==> src/rtl/apb_uart_rx.sv <==
// apb_uart_rx: 8N1 UART receiver with an 8-entry byte FIFO, read back over APB.
// Ports: pclk/rst (sync, active-high); i_Rx_Serial async line; APB slave
// (psel, penable, pwrite, paddr, pwdata, prdata, pready, pslverr);
// o_Rx_Active = frame in progress; o_irq = FIFO not empty (registered).
module apb_uart_rx #(
    parameter int CLKS_PER_BIT = 87,
    parameter int FIFO_DEPTH   = 8
) (
    input  logic        pclk,
    input  logic        rst,
    input  logic        i_Rx_Serial,
    input  logic        psel,
    input  logic        penable,
    input  logic        pwrite,
    input  logic [31:0] paddr,
    input  logic [31:0] pwdata,
    output logic [31:0] prdata,
    output logic        pready,
    output logic        pslverr,
    output logic        o_Rx_Active,
    output logic        o_irq
);

    localparam int CW = $clog2(CLKS_PER_BIT);
    localparam int AW = (FIFO_DEPTH > 1) ? $clog2(FIFO_DEPTH) : 1;
    localparam logic [CW-1:0] HALF_M1 = CW'(CLKS_PER_BIT / 2 - 1);
    localparam logic [CW-1:0] BIT_M1  = CW'(CLKS_PER_BIT - 1);
    localparam logic [3:0]    DEPTH4  = 4'(FIFO_DEPTH);

    typedef enum logic [2:0] {
        IDLE,
        START,
        DATA,
        STOP,
        CLEANUP
    } state_t;

    state_t state, nxt;

    logic          sync1, rx_s;
    logic [CW-1:0] cnt;
    logic [2:0]    bit_idx;
    logic [7:0]    shreg;
    logic          half_done, bit_done;
    logic          active, sample, push, ferr_set;

    logic [7:0]    mem [FIFO_DEPTH];
    logic [AW-1:0] wptr, rptr;
    logic [3:0]    count;
    logic          full, empty, wr_en, pop, ovr_set;
    logic          ovr, ferr;

    logic          setup, acc, addr_data, addr_stat, bad, w1c;
    logic          pop_arm;
    logic [31:0]   rd_val;
    logic          unused_bits;

    assign unused_bits = ^{paddr[31:4], pwdata[31:8], pwdata[5:0]};

    // Two-flop synchronizer, idle-high reset so reset never looks like a start bit.
    always_ff @(posedge pclk) begin
        if (rst) begin
            sync1 <= 1'b1;
            rx_s  <= 1'b1;
        end else begin
            sync1 <= i_Rx_Serial;
            rx_s  <= sync1;
        end
    end

    assign half_done = (cnt == HALF_M1);
    assign bit_done  = (cnt == BIT_M1);

    // FSM: state register
    always_ff @(posedge pclk) begin
        if (rst) state <= IDLE;
        else     state <= nxt;
    end

    // FSM: next state
    always_comb begin
        nxt = state;
        unique case (state)
            IDLE:    if (!rx_s) nxt = START;
            START:   if (half_done) nxt = rx_s ? IDLE : DATA;
            DATA:    if (bit_done && bit_idx == 3'd7) nxt = STOP;
            STOP:    if (bit_done) nxt = CLEANUP;
            CLEANUP: nxt = IDLE;
            default: nxt = IDLE;
        endcase
    end

    // FSM: outputs
    always_comb begin
        active   = 1'b0;
        sample   = 1'b0;
        push     = 1'b0;
        ferr_set = 1'b0;
        unique case (state)
            START: active = 1'b1;
            DATA: begin
                active = 1'b1;
                sample = bit_done;
            end
            STOP: begin
                active   = 1'b1;
                push     = bit_done & rx_s;
                ferr_set = bit_done & ~rx_s;
            end
            default: ;
        endcase
    end

    assign o_Rx_Active = active;

    // Receive datapath: cycle counter, bit index, shift register
    always_ff @(posedge pclk) begin
        if (rst) begin
            cnt     <= '0;
            bit_idx <= '0;
            shreg   <= '0;
        end else begin
            unique case (state)
                START:     cnt <= half_done ? '0 : cnt + 1'b1;
                DATA, STOP: cnt <= bit_done ? '0 : cnt + 1'b1;
                default:   cnt <= '0;
            endcase
            if (state == IDLE) bit_idx <= '0;
            else if (sample)   bit_idx <= bit_idx + 1'b1;
            if (sample) shreg <= {rx_s, shreg[7:1]};
        end
    end

    // APB decode
    assign setup     = psel & ~penable;
    assign acc       = psel & penable;
    assign addr_data = (paddr[3:0] == 4'h0);
    assign addr_stat = (paddr[3:0] == 4'h4);
    assign bad       = ~(addr_data | addr_stat) | (pwrite & addr_data);
    assign w1c       = acc & pwrite & addr_stat;
    assign pready    = acc;
    assign pslverr   = acc & bad;

    // FIFO control; a pop frees the slot a same-cycle push needs.
    assign full    = (count == DEPTH4);
    assign empty   = (count == 4'd0);
    assign pop     = acc & pop_arm;
    assign wr_en   = push & (~full | pop);
    assign ovr_set = push & full & ~pop;

    always_ff @(posedge pclk) begin
        if (wr_en) mem[wptr] <= shreg;
    end

    always_ff @(posedge pclk) begin
        if (rst) begin
            wptr  <= '0;
            rptr  <= '0;
            count <= '0;
        end else begin
            if (wr_en) wptr <= wptr + 1'b1;
            if (pop)   rptr <= rptr + 1'b1;
            if (wr_en && !pop)      count <= count + 4'd1;
            else if (!wr_en && pop) count <= count - 4'd1;
        end
    end

    // Sticky errors: a set in the same cycle as a clear wins.
    always_ff @(posedge pclk) begin
        if (rst) begin
            ovr  <= 1'b0;
            ferr <= 1'b0;
        end else begin
            if (ovr_set)               ovr <= 1'b1;
            else if (w1c && pwdata[6]) ovr <= 1'b0;
            if (ferr_set)              ferr <= 1'b1;
            else if (w1c && pwdata[7]) ferr <= 1'b0;
        end
    end

    always_comb begin
        rd_val = '0;
        if (!pwrite && !bad) begin
            if (addr_data)
                rd_val = {23'b0, ~empty, empty ? 8'h00 : mem[rptr]};
            else
                rd_val = {23'b0, active, ferr, ovr, full, empty, count};
        end
    end

    // Read data and the pop decision are both captured in the setup phase,
    // so the popped entry is exactly the one returned.
    always_ff @(posedge pclk) begin
        if (rst) begin
            prdata  <= '0;
            pop_arm <= 1'b0;
        end else if (setup) begin
            prdata  <= rd_val;
            pop_arm <= ~pwrite & addr_data & ~empty;
        end else if (acc) begin
            pop_arm <= 1'b0;
        end
    end

    always_ff @(posedge pclk) begin
        if (rst) o_irq <= 1'b0;
        else     o_irq <= ~empty;
    end

endmodule

==> config.mk <==
export PLATFORM = sky130hd
export DESIGN_NAME = apb_uart_rx
export DESIGN_NICKNAME = d
export VERILOG_FILES = /design/src/rtl/apb_uart_rx.sv
export SDC_FILE = /design/constraint.sdc
export NUM_CORES = 1
export LEC_CHECK = 0
export ABC_CLOCK_PERIOD_IN_PS = 4000
export CELL_PAD_IN_SITES_DETAIL_PLACEMENT = 0
export CELL_PAD_IN_SITES_GLOBAL_PLACEMENT = 1
export CORE_ASPECT_RATIO = 1.5
export CORE_MARGIN = 2
export CORE_UTILIZATION = 44
export DETAILED_ROUTE_END_ITERATION = 7
export MAX_ROUTING_LAYER = met4
export PLACE_DENSITY = 0.84
export SLEW_MARGIN = 30
export SYNTH_ARGS = -nofsm -noshare
export SYNTH_HDL_FRONTEND = slang
export SYNTH_SLANG_ARGS = --single-unit
==> constraint.sdc <==
create_clock -name pclk -period 4 [get_ports pclk]
set_input_delay 0.8 -clock pclk [delete_from_list [all_inputs] [get_ports pclk]]
set_output_delay 0.8 -clock pclk [all_outputs]
set_load 0.01 [all_outputs]
Word level (Yosys, flattened, before mapping)

Memory sizes are Yosys's and may differ from the RTL's. A register that Yosys moved wholly into a read port is not among the register bits.
Cells that the tools add are included.
W data, S select, Z words.

Flip-flop bits (word level): 69
Input port bits: 70
Memories kept: 1
Word-level logic and storage cells: 106
Memory bits (writable): 64

Add/sub/neg operators: 6
Bitwise gates (word level): 24
Equal/unequal tests: 12
Muxes and demuxes: 28
Reductions and logical operators: 21

Memory list:

| name | depth | bits a word | read ports | clocked after Yosys merged registers in | wr ports | RTL line | text |
|---|---|---|---|---|---|---|---|
| mem  | 8     | 8           | 1          | 1                                       | 1        | 47       | `logic [7:0] mem [FIFO_DEPTH];` |

Operators with widths:

| cell                  | count |
|---|---|
| $mux W3               | 6 |
| $mux W9               | 2 |
| $and A1 B1 Y1         | 14 |
| $mux W7               | 2 |
| $pmux W7 S2           | 1 |
| $mux W1               | 12 |
| $pmux W3 S4           | 1 |
| $add A3 B1 Y3 const B | 3 |
| $logic_not A4 Y1      | 2 |
| $mux W4               | 2 |
| $mux W8               | 1 |
| $ne A2 B2 Y1 const B  | 4 |
| $reduce_bool A2 Y1    | 4 |
| $add A7 B1 Y7 const B | 1 |
| $eq A7 B6 Y1 const B  | 1 |
| $eq A7 B7 Y1 const B  | 1 |
| $not A1 Y1            | 7 |
| $eq A3 B2 Y1 const B  | 2 |
| $logic_and A1 B1 Y1   | 6 |
| $add A4 B1 Y4 const B | 1 |
| $eq A4 B3 Y1 const B  | 1 |
| $eq A4 B4 Y1 const B  | 1 |
| $logic_not A1 Y1      | 4 |
| $reduce_and A4 Y1     | 1 |
| 8 further kinds       | 11 |

Logic depth before layout (Yosys ltp)

Gate-level depths: netlist (run 1).

Word-level depth: 8
Gate-level depth with buffers: 12
Depth with buffers taken out: 12

Least setup slack after synthesis (run 1)

No wires, ideal clock.

Kind: input -> register
Start: input port penable
End: register count[3]
Path slack: 1.138 ns
Cell stages on the path: 11
Data required time: 3.879 ns
Data arrival time: 2.741 ns
Cells stage by stage: and3_1 -> clkbuf_1 -> nor2_2 -> nor2_1 -> ha_1 -> inv_1 -> ha_1 -> a21o_1 -> a21oi_1 -> mux2i_1 -> mux2_2

Longest elaborated chain between the ends: 7

RTL lines:

| what                                | RTL line | text |
|---|---|---|
| start: declaration                  | 13       | `input logic penable,` |
| $and A1 B1 Y1 *                     | 136      | `assign acc = psel & penable;` |
| $and A1 B1 Y1 *                     | 147      | `assign pop = acc & pop_arm;` |
| $or A1 B1 Y1 *                      | 148      | `assign wr_en = push & (~full \| pop);` |
| $and A1 B1 Y1 *                     | 148      |  |
| via wr_en                           | 50       | `logic full, empty, wr_en, pop, ovr_set;` |
| $logic_not A1 Y1                    | 164      | `else if (!wr_en && pop) count <= count - 4'd1;` |
| $logic_and A1 B1 Y1                 | 164      |  |
| $reduce_bool A2 Y1 (no source line) | -        |  |
| end signal: assignment              | 163      | `if (wr_en && !pop) count <= count + 4'd1;` |
| end signal: assignment              | 164      |  |
| end: declaration                    | 49       | `logic [3:0] count;` |

The timed path passes the listed nets; every way through them passes the cells marked *.
A chain may end at the register's enable or synchronous reset.

Final worst setup path (run 1)

Start: input port psel
End: register count[3]

Longest elaborated chain between the ends: 7

RTL lines:

| what                                | RTL line | text |
|---|---|---|
| start: declaration                  | 12       | `input logic psel,` |
| $and A1 B1 Y1 *                     | 136      |  |
| $and A1 B1 Y1 *                     | 147      |  |
| $or A1 B1 Y1 *                      | 148      |  |
| $and A1 B1 Y1 *                     | 148      |  |
| via wr_en                           | 50       |  |
| $logic_not A1 Y1                    | 164      |  |
| $logic_and A1 B1 Y1                 | 164      |  |
| $reduce_bool A2 Y1 (no source line) | -        |  |

Marks and branches as above.

==> run metrics, run 1 <==
CP cell instances clkdlybuf4s50_1, and3_1, nor2_2, nor2_1, ha_1, inv_1, ha_1, a21o_1, a21oi_1, mux2i_1, mux2_2; Sinks on Clock Net between 100 and 150; final wirelength between 9 and 10 mm; Finished Core Util a little over half; Setup crit end kind flop; Tot Pwr between 2 and 3 mW; # port buffers 24; full die area about 12000 sq um; Die H between 100 and 150 um; H-tree depth 4; Buf/Inv on CP 2; first-pass GRT wire length about 15 mm; R2R setup slack around 1.1 ns; CTS tree done; Initial Utilization between 40% and 50%; post-route insts no fill 574; crit path max-delay cell type clkdlybuf4s50_1; Iteration-0 DRC Markers around 150; min cycle time layout between 3 and 4 ns; Vias approximately 3000; vias in the first global route ~3000; Nets 494; clk_skew ~0.0074 ns; area leader, netlist edfxtp_1; critical path required time 4.29 ns; Cell Rows 47; Routability Congestion between 0.9 and 1; clk buf depth 2; Setup TNS Final 0 ns; number of enable flip-flop cells after synthesis 64; CP Launch Type input pin; Final setup viols 0; RSZ-0062 raised after global routing false; Worst-Skew Late Latency 0.41 ns; Synth area leaders edfxtp_1 39%, dfxtp_1 20%, mux4_2 4.1%; cell area power density between 400 and 500 nW/um^2; first-pass detailed-route iteration total 4; Ports 106; Root Buffer clkbuf_16; YS warnings 0; CP delay by family, top buffers and inverters; antenna violations before repair 0; sequential-to-total area share from yosys stat around 59%; max_cap viols 0; peak supply drop 0.427 mV; critical path fanouts, max 5; ant diodes 0; clk slew on worst S/H paths about 0.050 ns; Hold WS about 0.4 ns; post-CTS resize count 0; Synth top cells by count 64 x edfxtp_1, 49 x dfxtp_1, 46 x nor2_1, 25 x buf_4, 20 x mux2i_1; top-count cell post-synth edfxtp_1; count of different cell masters after synthesis 58; dpl hpwl between 6 and 7 mm; WL per Instance about 17 um; syn avg cell area roughly 13 sq um; synthesized flop and latch total roughly 110; Cells after Synth ~380; slew at the pin closest to its max-slew limit between 0.8 and 0.9 ns; DR DRC count 0; Mapped Area around 4900 sq um; CTS Hold Buffers Added 0; kind of critical path input pin to flop; Synth top area share approximately two fifths; status finished, final reports clean; largest net degree at the start of global routing 23; Overflow after GRT 0; cts bufs inserted 17; layout cell share with drive strength beyond 1 between 15 and 20%; GRT Resource Usage Total roughly 18%; vias per inst ~5.2; Max-slew headroom 46.0%; endpoints failing hold 0; Max Slew Vio Count 0; CP peak stage delay a little over 0.5 ns; DRT antenna net count 0; CP most frequent cell ha_1; Tcrit/Tclk final between 70% and 80%; core box area between 10000 and 15000 sq um; crit path DAT approximately 3.4 ns; Leak between 2 and 2.5 nW; die width 90.3 um; synth-to-layout area growth 19.4%; dpl cells roughly 540; fraction of registers with async set/reset 0%; Primary FF master, synth edfxtp_1; setup bufs post-CTS 0; Hold WC Path Type flop to flop; highest clock rate around 320 MHz
-- cell families after synthesis --
| logic type | share of synthesized area, % |
|---|---|
| AO/OA/AOI/OAI | 6.29 |
| XOR/XNOR | 1.78 |
| adder cells (fa/ha/maj) | 2.70 |
| buffers and inverters | 5.73 |
| flip-flops | 59.0 |
| multiplexers | 11.8 |
| other | 0.0763 |
| AND/OR/NAND/NOR | 12.6 |
-- where the power goes --
group          internal [mW]  total [mW]  switching, mW  leakage (nW)
Clock                   1.10        1.59          0.493         0.311
Combinational         0.0201      0.0535         0.0334         0.761
Sequential              1.22        1.22        0.00283         0.988
Total                   2.33        2.86          0.530          2.06
-- final cells by class --
class                   count  area [sq um]
fillers                   906          5070
flip-flops and latches    113          2900
multi-input cells         241          1810
clock buffers              20           437
repair buffers             34           315
clock inverters            12           189
well taps                 147           184
inverters                   7          26.3
-- worst paths after layout --
kind / depth (start not counted) / to / startpoint
worst min register to register: 1 / rx_s / sync1
worst max register to register: 10 / count[3] / count[3]
worst max-delay path: 11 / count[3] / psel
worst min-delay path: 1 / rx_s / sync1
-- sequential cells by signal, indices dropped and copies added (netlist names), 3 cells and up, named ones only --
register / count
bit_idx: 3
cnt: 7
count: 4
mem: 64
prdata: 9
rptr: 3
shreg: 8
state: 3
wptr: 3
-- metal layers --
| metal | vias to the layer above | wire, um | GRT usage (%) |
|---|---|---|---|
| li1 | 1420 | - | - |
| met1 | 1469 | 3750 | 17.0 |
| met2 | 85 | 5250 | 31.7 |
| met3 | 19 | 353 | 5.26 |
| met4 | 0 | 274 | 8.97 |
| met5 | - | 0 | - |
-- placed cells by master (no fill, tap or decap), types with 5 or more instances in the layout --
master / n
mux4_1: 5
edfxtp_1: 64
dfxtp_1: 49
o21ai_0: 5
clkdlybuf4s50_1: 24
nand2_1: 14
clkbuf_16: 17
a32oi_1: 5
ha_1: 9
a21oi_1: 11
xnor2_1: 6
nand2b_1: 9
mux4_2: 9
nor2_1: 46
inv_1: 7
buf_4: 10
nand3_1: 6
nor2b_1: 7
conb_1: 23
bufinv_16: 5
mux2i_1: 20
clkinv_2: 6
nor3_1: 6
-- per-stage QoR --
stage | cell area [sq um] | worst slack [ns]
floorplan | 5000 | 1.14
global placement | 5240 | 0.517
detailed placement | 5240 | 0.482
CTS | 5870 | 0.898
global route | 5870 | 0.750
finish | 5870 | 0.919
No activity file was read; power rests on OpenSTA's default activity.
==> run 2, diff against run 1 <==
--- a/config.mk
+++ b/config.mk
@@ -5,15 +5,15 @@
 export SDC_FILE = /design/constraint.sdc
 export NUM_CORES = 1
 export LEC_CHECK = 0
-export ABC_CLOCK_PERIOD_IN_PS = 4000
+export ABC_CLOCK_PERIOD_IN_PS = 2850
 export CELL_PAD_IN_SITES_DETAIL_PLACEMENT = 0
 export CELL_PAD_IN_SITES_GLOBAL_PLACEMENT = 1
 export CORE_ASPECT_RATIO = 1.5
 export CORE_MARGIN = 2
-export CORE_UTILIZATION = 44
+export CORE_UTILIZATION = 41
 export DETAILED_ROUTE_END_ITERATION = 7
 export MAX_ROUTING_LAYER = met4
-export PLACE_DENSITY = 0.84
+export PLACE_DENSITY = 0.79
 export SLEW_MARGIN = 30
 export SYNTH_ARGS = -nofsm -noshare
 export SYNTH_HDL_FRONTEND = slang
==> constraint.sdc (replaced) <==
create_clock -name pclk -period 2.85 [get_ports pclk]
set_input_delay 0.57 -clock pclk [delete_from_list [all_inputs] [get_ports pclk]]
set_output_delay 0.57 -clock pclk [all_outputs]
set_load 0.01 [all_outputs]
==> run 2 against run 1 <==
- clock power rose by 30%
- critical path depth rose by 1
- sequential share of layout area fell by 0.89 points
- critical path type is now flop to flop
- clock-buffer cell count fell by 2
- die area rose by 7.0%
- register-to-register slack got worse by 0.91 ns
- critical endpoint unchanged
==> run metrics, run 2 (synthesis results as in run 1) <==
final wirelength 9.62 mm; reg2reg start cnt[0]; clk buf depth 2; Post-Layout Inst Area around 6000 sq um; Nets around 510; min cycle time layout ~2.7 ns; core box area 11800 sq um; CP Launch Type flop; Ports 106; Leak 2.12 nW; layout cell share with drive strength beyond 1 between 20% and 30%; Cell Area, Placed roughly 5400 sq um; kind of critical path flop to flop; cts bufs inserted 17; antenna violations before repair 0; commonest non-fill, non-tap cell in the layout edfxtp_1; Routability Congestion around 0.85; Biggest register mem; synth-to-layout area growth 21.6%; hold path start sync1; Max Slew Vio Count 0; critical path required time 3.15 ns; # port buffers 24; CTS Hold Buffers Added 0; Max-slew headroom about 52%; clk slew on worst S/H paths ~0.06 ns; max reg flops 64; Crit. Startpoint cnt[0]; Overflow after GRT 0; vias in the first global route 3002; endpoints failing hold 0; R2R setup slack about 0.17 ns; Cell Rows 49; Hold WS between 0.4 and 0.5 ns; DR DRC count 0; Initial Utilization between 40% and 50%; ant diodes 0; crit path DAT 2.98 ns; Final setup viols 0; Tcrit/Tclk final between 90% and 100%; full die area 12900 sq um; PnR worst setup slack 0.174 ns; Die H roughly 140 um; peak supply drop about 0.43 mV; most frequent cells in the layout 64 x edfxtp_1, 49 x dfxtp_1, 45 x nor2_1; clk_skew about 0.009 ns; Iteration-0 DRC Markers 133; Root Buffer clkbuf_16; max_cap viols 0; status finished, final reports clean; dpl hpwl ~6.7 mm; H-tree depth 4; slew at the pin closest to its max-slew limit 0.716 ns; Worst-Skew Late Latency ~0.41 ns; die width 93.4 um; Sinks on Clock Net ~110; critical path fanouts, max 4; largest net degree at the start of global routing 17; CTS tree done; cell area power density roughly 650 nW/um^2; vias per inst between 5 and 6; first-pass detailed-route iteration total 4; Setup crit end kind flop; Vias 3034; Regs by FF count mem (64), prdata (9), shreg (8); DRT antenna net count 0; WL per Instance approximately 16 um; highest clock rate about 370 MHz; Hold WC Path Type flop to flop; GRT Resource Usage Total around 16%; first-pass GRT wire length 15.2 mm; dpl ws -0.242 ns; RSZ-0062 raised after global routing false
==> run 2: changes by cell type in the layout (fill, tap and decap cells not counted), moves of 2 or more <==
cell	before	now
buf_4	10	28
bufinv_16	5	2
clkbuf_1	3	1
clkinv_2	6	2
clkinv_4	1	3
clkinvlp_4	0	3
inv_6	0	4
==> run 2: area by class of cell <==
cell class | instances | area, sq um
fill | 1013 | 5860
sequential | 113 | 2900
multi-input combinational | 241 | 1820
timing repair buffer | 52 | 450
clock buffer | 18 | 429
tap | 153 | 191
clock inverter | 14 | 154
inverter | 7 | 26.3
==> run 2: worst paths after layout <==
path	endpoint	cells past startpoint
max	count[3]	12
min	rx_s	1
max reg2reg	count[3]	12
min reg2reg	rx_s	1
==> run 2: repair_timing <==
| action | 4_1_cts | 5_1_grt |
|---|---|---|
| resized for setup | 0 | 2 |
| hold endpoints to repair | 0 | 0 |
| endpoints found under the setup margin | 0 | 1 |
| buffers inserted | 0 | 1 |
==> run 2: per-layer routing <==
metal	GRT usage, %	wire, um	vias up
li1	-	-	1456
met1	16.8	3820	1473
met2	27.9	5120	90
met3	5.18	445	15
met4	7.82	235	0
met5	-	0	-
==> run 2: through the flow <==
step	utilization (%)	std cells	power, mW	setup TNS, ns
2_1_floorplan	-	400	1.81	0
3_3_place_gp	45.4	565	1.82	-0.204
6_report	50.5	598	3.85	0
5_1_grt	50.5	598	3.97	0
3_5_place_dp	45.4	565	1.82	-0.242
4_1_cts	50.4	597	3.89	0
==> run 2: critical path: stages, from the launching register on <==
cell     delay (ns)
dfxtp_1        0.33
inv_1          0.06
ha_1           0.17
and4b_1        0.27
nand3_2        0.14
nor2_2         0.17
ha_1           0.18
inv_1          0.06
ha_1           0.27
a21o_1         0.17
a21oi_1        0.19
mux2i_1        0.22
mux2_2         0.34
==> run 2: power by group <==
part	switching [mW]	internal [mW]
clock	0.769	1.29
sequential	0.00206	1.71
combinational	0.0488	0.0320
==> run 3, diff against run 2 <==
--- a/config.mk
+++ b/config.mk
@@ -12,6 +12,7 @@
 export CORE_MARGIN = 2
 export CORE_UTILIZATION = 41
 export DETAILED_ROUTE_END_ITERATION = 7
+export HOLD_SLACK_MARGIN = 0.06
 export MAX_ROUTING_LAYER = met4
 export PLACE_DENSITY = 0.79
 export SLEW_MARGIN = 30
==> results of run 3 <==
Same layout as run 2: the final DEF is identical, and so are final timing and power.
